$ cat config.mk
export PLATFORM = sky130hd
export DESIGN_NAME = bcd_to_binary_seq
export DESIGN_NICKNAME = d
export VERILOG_FILES = /design/src/rtl/bcd_to_binary_seq.sv
export SDC_FILE = /design/constraint.sdc
export NUM_CORES = 1
export LEC_CHECK = 0
export BUFFER_PORTS_ARGS = -buffer_cell sky130_fd_sc_hd__buf_2
export CAP_MARGIN = 20
export CORE_AREA = 2 2 98 91
export CTS_BUF_LIST = sky130_fd_sc_hd__clkbuf_8
export DETAILED_ROUTE_END_ITERATION = 10
export DIE_AREA = 0 0 100 93
export PLACE_DENSITY = 0.52
export SLEW_MARGIN = 30
export SYNTH_ARGS = -nofsm -noshare
export SYNTH_HDL_FRONTEND = slang
export SYNTH_SLANG_ARGS = --single-unit
$ cat constraint.sdc
create_clock -name clk -period 2.5 [get_ports clk]
set_input_delay 0.125 -clock clk [delete_from_list [all_inputs] [get_ports clk]]
set_output_delay 0.125 -clock clk [all_outputs]
set_load 0.01 [all_outputs]
$ cat src/rtl/bcd_to_binary_seq.sv
// Packed-BCD to binary, folding one digit per clock MSD first (acc = acc*10 + d).
// start at edge E gives a one-cycle done after edge E+DIGITS; start is ignored while busy.
module bcd_to_binary_seq #(
  parameter int DIGITS    = 4,
  parameter int BIN_WIDTH = 16
) (
  input  logic                   clk,
  input  logic                   rst_n,
  input  logic                   start,
  input  logic [4*DIGITS-1:0]    bcd_in,
  output logic                   busy,
  output logic                   done,
  output logic [BIN_WIDTH-1:0]   bin_out,
  output logic                   error
);

  localparam int CW = (DIGITS > 1) ? $clog2(DIGITS) : 1;
  localparam logic [CW-1:0] LAST_CNT = CW'(DIGITS - 1);

  typedef enum logic [1:0] {
    IDLE    = 2'd0,
    CONVERT = 2'd1,
    DONE    = 2'd2
  } state_t;

  state_t                 state_q, state_d;
  logic [4*DIGITS-1:0]    shift_q, shift_d;
  logic [BIN_WIDTH-1:0]   acc_q, acc_d;
  logic [CW-1:0]          cnt_q, cnt_d;
  logic                   err_acc_q, err_acc_d;
  logic [BIN_WIDTH-1:0]   bin_q, bin_d;
  logic                   error_q, error_d;

  logic [3:0]             digit;
  logic [BIN_WIDTH-1:0]   acc_next;
  logic                   err_next;

  // The current MS nibble folded into the running total; *10 as shift-add.
  always_comb begin
    digit    = shift_q[4*DIGITS-1 -: 4];
    acc_next = (acc_q << 3) + (acc_q << 1) + BIN_WIDTH'(digit);
    err_next = err_acc_q | (digit > 4'd9);
  end

  always_comb begin
    state_d   = state_q;
    shift_d   = shift_q;
    acc_d     = acc_q;
    cnt_d     = cnt_q;
    err_acc_d = err_acc_q;
    bin_d     = bin_q;
    error_d   = error_q;

    case (state_q)
      IDLE, DONE: begin
        // DONE shares IDLE's accept path so back-to-back operands cost DIGITS+1 cycles.
        if (start) begin
          shift_d   = bcd_in;
          acc_d     = '0;
          cnt_d     = '0;
          err_acc_d = 1'b0;
          state_d   = CONVERT;
        end else begin
          state_d   = IDLE;
        end
      end

      CONVERT: begin
        acc_d     = acc_next;
        err_acc_d = err_next;
        shift_d   = shift_q << 4;
        cnt_d     = cnt_q + CW'(1);
        if (cnt_q == LAST_CNT) begin
          cnt_d   = '0;
          state_d = DONE;
          bin_d   = err_next ? '0 : acc_next;
          error_d = err_next;
        end
      end

      default: begin
        state_d = IDLE;
      end
    endcase
  end

  always_ff @(posedge clk) begin
    if (!rst_n) begin
      state_q   <= IDLE;
      shift_q   <= '0;
      acc_q     <= '0;
      cnt_q     <= '0;
      err_acc_q <= 1'b0;
      bin_q     <= '0;
      error_q   <= 1'b0;
    end else begin
      state_q   <= state_d;
      shift_q   <= shift_d;
      acc_q     <= acc_d;
      cnt_q     <= cnt_d;
      err_acc_q <= err_acc_d;
      bin_q     <= bin_d;
      error_q   <= error_d;
    end
  end

  assign busy    = (state_q == CONVERT);
  assign done    = (state_q == DONE);
  assign bin_out = bin_q;
  assign error   = error_q;

endmodule

==> flow_summary.json <==
{
  "crit_fanout": 2,
  "setup_viol_count_final": 1,
  "power.switching_uw": 438,
  "p_comb_share_pct": 12.0,
  "slew_headroom_pct": 49.0,
  "ys_warn_count": 0,
  "syn_to_final_growth_pct": 17.5,
  "pre_cts_ws_ns": -0.0727,
  "crit_required_ns": 2.74,
  "fill_cells": 864,
  "hold_path.class": "input pin to register",
  "port_buffers": 37,
  "post-route-period-util_pct": 102,
  "clockBufferDepth": 2,
  "end_kind": "register",
  "clk-insertion-delay-late_ns": 0.30,
  "fp.dieW_microns": 100,
  "vias": 2398,
  "r2r_start": "shift_q[15]$_SDFFE_PN0P_",
  "drive_gt1_share_pct": 21.9,
  "worstMarginPinSlew_ns": 0.765,
  "power_density_nw_per_um2": 511,
  "grt_start_max_net_pins": 40,
  "grt_use_total_pct": 15.1,
  "ff_latch_area_sq_um": 1070,
  "ff2ff_path_depth": 9,
  "max_stage_delay_ns": 0.48,
  "status": "finished with violations",
  "crit_slowest_cell": "fa_1",
  "cts_tree": "built",
  "crit_arrival_ns": 2.78,
  "ctsHoldBuffers": 0,
  "peakVddDrop_v": 0.000370,
  "clock.fmax_mhz": 393,
  "clock_sinks": 53,
  "setup_ws_ns": -0.0425,
  "cp-start-kind": "register",
  "ios": 38,
  "worstSetupPathType": "register to register",
  "fin_tns_setup_ns": -0.0425,
  "avgViaCountPerCell": 5.13,
  "path_cells": "inv_1, fa_1, fa_2, and2b_2, o2111ai_4, a21oi_2, nor3_1, or4b_1, a31oi_1",
  "regToRegSetupSlack_ns": -0.04,
  "h-tree-depth": 2,
  "synth_seq_cells": 53,
  "final_nets": 412,
  "post_synth.cell_area_avg_sq_um": 8.68,
  "cellLeakagePower_uw": 0.00146,
  "gp_congestion": 0.807,
  "violations": "negative setup slack",
  "rsz0062_at_grt": "yes",
  "wl_mm": 6.77,
  "holdPathEnd": "shift_q[6]$_SDFFE_PN0P_",
  "num_antenna_cells": 0,
  "cts.clk_slew.worst_paths_ns": 0.10,
  "first_pass_iters": 4,
  "sw_frac_of_total_pct": 25.9,
  "reg2reg_to": "acc_q[14]$_SDFFE_PN0P_",
  "maxCapViolCount": 0,
  "hold_viol": 0,
  "synthDistinctLibCells": 45,
  "syn-num-nets": 372,
  "hold_depth": 3,
  "ys_seq_area_share_pct": 37.7,
  "period_minus_slack_ns": 2.54,
  "dr.first_iter.drc_count": 99,
  "finalMaxSlewViolations": 0,
  "postRouteAntennaNets": 0,
  "start_util_pct": 33.8,
  "clockPowerShare_pct": 35.0,
  "overflow": 0,
  "die_area_sq_um": 9300,
  "syn_inst": 324,
  "row_count": 32,
  "worst_hold_slack_ns": 0.0708,
  "fin_util_pct": 39.7,
  "cts_buffers": 5,
  "routedWlPerCell_microns": 14.5,
  "skew_ns": 0.00835,
  "multi_input_area_sq_um": 1650,
  "internal_power_uw": 1250,
  "hpwl_mm": 5.00,
  "coreArea_sq_um": 8330,
  "grt_pass1_wl_mm": 11.3,
  "antenna_found_initial": 0,
  "worstHoldStart": "bcd_in[6]",
  "drc_errors": 0,
  "fp.dieH_microns": 93,
  "sequentialPowerShare_pct": 53.0,
  "grt_pass1_vias": 2230,
  "power_uw": 1690,
  "synthesis.area_sq_um": 2810,
  "clock-root-buffer": "clkbuf_8"
}
flip-flops by register name, summed over array words and instances, names as in the netlist:
name and cells:
shift_q 16, acc_q 15, bin_out 16, state_q 2
err_acc_q 1, cnt_q 2, error 1
logic make-up after synthesis:
family	after synthesis	share of synthesized area, %
AND/OR/NAND/NOR	116	18.6
AO/OA/AOI/OAI	80	20.7
flip-flops	53	37.7
buffers and inverters	31	4.85
adder cells (fa/ha/maj)	29	13.4
XOR/XNOR	14	4.36
multiplexers	1	0.356
metal layers:
layer / wire, microns / up-vias / GRT usage, %
met2: 3060 / 26 / 23.1
met5: 0 / - / 0
met1: 3460 / 1138 / 22.2
met3: 200 / 4 / 3.06
li1: - / 1230 / -
met4: 48 / 0 / 2.40
worst max-delay path, delay by kind of cell, from the launching register on:
kind	cells	cell delay, ns
fa+ha+maj	2	0.83
flops	1	0.34
buf+inv	1	0.06
simple gates	3	0.78
compound gates	3	0.44
cells in the final DEF, fill, tap and decap left out, types with 2 or more instances in the layout:
master	count
a21o_1	3
a21oi_1	10
a21oi_2	2
a22oi_1	24
a311oi_1	12
a31oi_1	3
buf_2	37
buf_4	16
clkbuf_8	5
dfxtp_1	49
dfxtp_2	4
ha_1	27
inv_1	10
nand2_1	38
nand2b_1	2
nand3_1	7
nand4_1	3
nand4b_1	2
nor2_1	47
nor2b_1	4
nor3_1	4
o21ai_0	12
o21ai_1	2
o221ai_1	2
or3_1	2
xnor2_1	10
xor2_1	3
synthesized netlist by cell type (all sizes together):
master | instances | share of area (%)
dfxtp | 53 | 38
nor2 | 48 | 6.4
nand2 | 38 | 5.1
ha | 27 | 12
a22oi | 24 | 6.4
clkbuf | 15 | 2.4
o21ai | 15 | 2.7
a311oi | 13 | 4.3
a21oi | 12 | 2.4
inv | 11 | 1.5
xnor2 | 11 | 3.4
nand3 | 8 | 1.9
buf | 5 | 1.0
nor2b | 4 | 0.89
nor3 | 4 | 0.71
a21o | 3 | 0.80
a31oi | 3 | 0.67
nand4 | 3 | 0.67
xor2 | 3 | 0.93
and3 | 2 | 0.62
fa | 2 | 1.4
nand2b | 2 | 0.44
nand4b | 2 | 0.62
o221ai | 2 | 0.62
or3 | 2 | 0.44
a22o | 1 | 0.31
a31o | 1 | 0.31
and2 | 1 | 0.22
and2b | 1 | 0.27
mux2i | 1 | 0.36
o2111ai | 1 | 0.93
o211ai | 1 | 0.27
o21a | 1 | 0.27
o21bai | 1 | 0.27
o22ai | 1 | 0.22
o31ai | 1 | 0.27
or4b | 1 | 0.36
metrics by stage:
stage / instances / instance area [sq um]
finish: 467 / 3310
CTS: 466 / 3280
global placement: 458 / 3150
floorplan: 324 / 2820
global route: 467 / 3310
detailed placement: 458 / 3150
power by group through the flow:
| stage | Sequential (uW) | Combinational (uW) | Clock, uW |
|---|---|---|---|
| final | 896 | 203 | 592 |
| after global routing | 899 | 228 | 645 |
| after CTS | 895 | 202 | 617 |
| after detailed placement | 914 | 199 | 0 |
| after global placement | 913 | 200 | 0 |
| after floorplan | 908 | 138 | 0 |
area by class of cell:
cell class	count	area share, %
Clock inverter	3	1.32
Clock buffer	5	2.08
Tap cell	102	3.86
Multi-Input combinational cell	240	50.0
Inverter	11	1.25
Sequential cell	53	32.2
Timing Repair Buffer	53	9.24
worst max-delay path by stage:
stage	start	end	slack, ns
3_5_place_dp	acc_q[2]$_SDFFE_PN0P_	acc_q[14]$_SDFFE_PN0P_	-0.07
5_1_grt	shift_q[15]$_SDFFE_PN0P_	acc_q[14]$_SDFFE_PN0P_	-0.20
4_1_cts	acc_q[2]$_SDFFE_PN0P_	acc_q[14]$_SDFFE_PN0P_	-0.07
6_report	shift_q[15]$_SDFFE_PN0P_	acc_q[14]$_SDFFE_PN0P_	-0.04
2_1_floorplan	acc_q[2]$_SDFFE_PN0P_	acc_q[14]$_SDFFE_PN0P_	0.004
3_3_place_gp	acc_q[2]$_SDFFE_PN0P_	acc_q[14]$_SDFFE_PN0P_	-0.03
repair_timing:
| action | in CTS | in global routing |
|---|---|---|
| buffers inserted | 0 | 1 |
| setup endpoints to repair | 5 | 15 |
| pin swaps | 1 | 1 |
| gates resized for setup | 4 | 7 |
| endpoints found under the hold margin | 0 | 0 |
| gates cloned | 0 | 0 |
(Power assumes the default switching activity.)
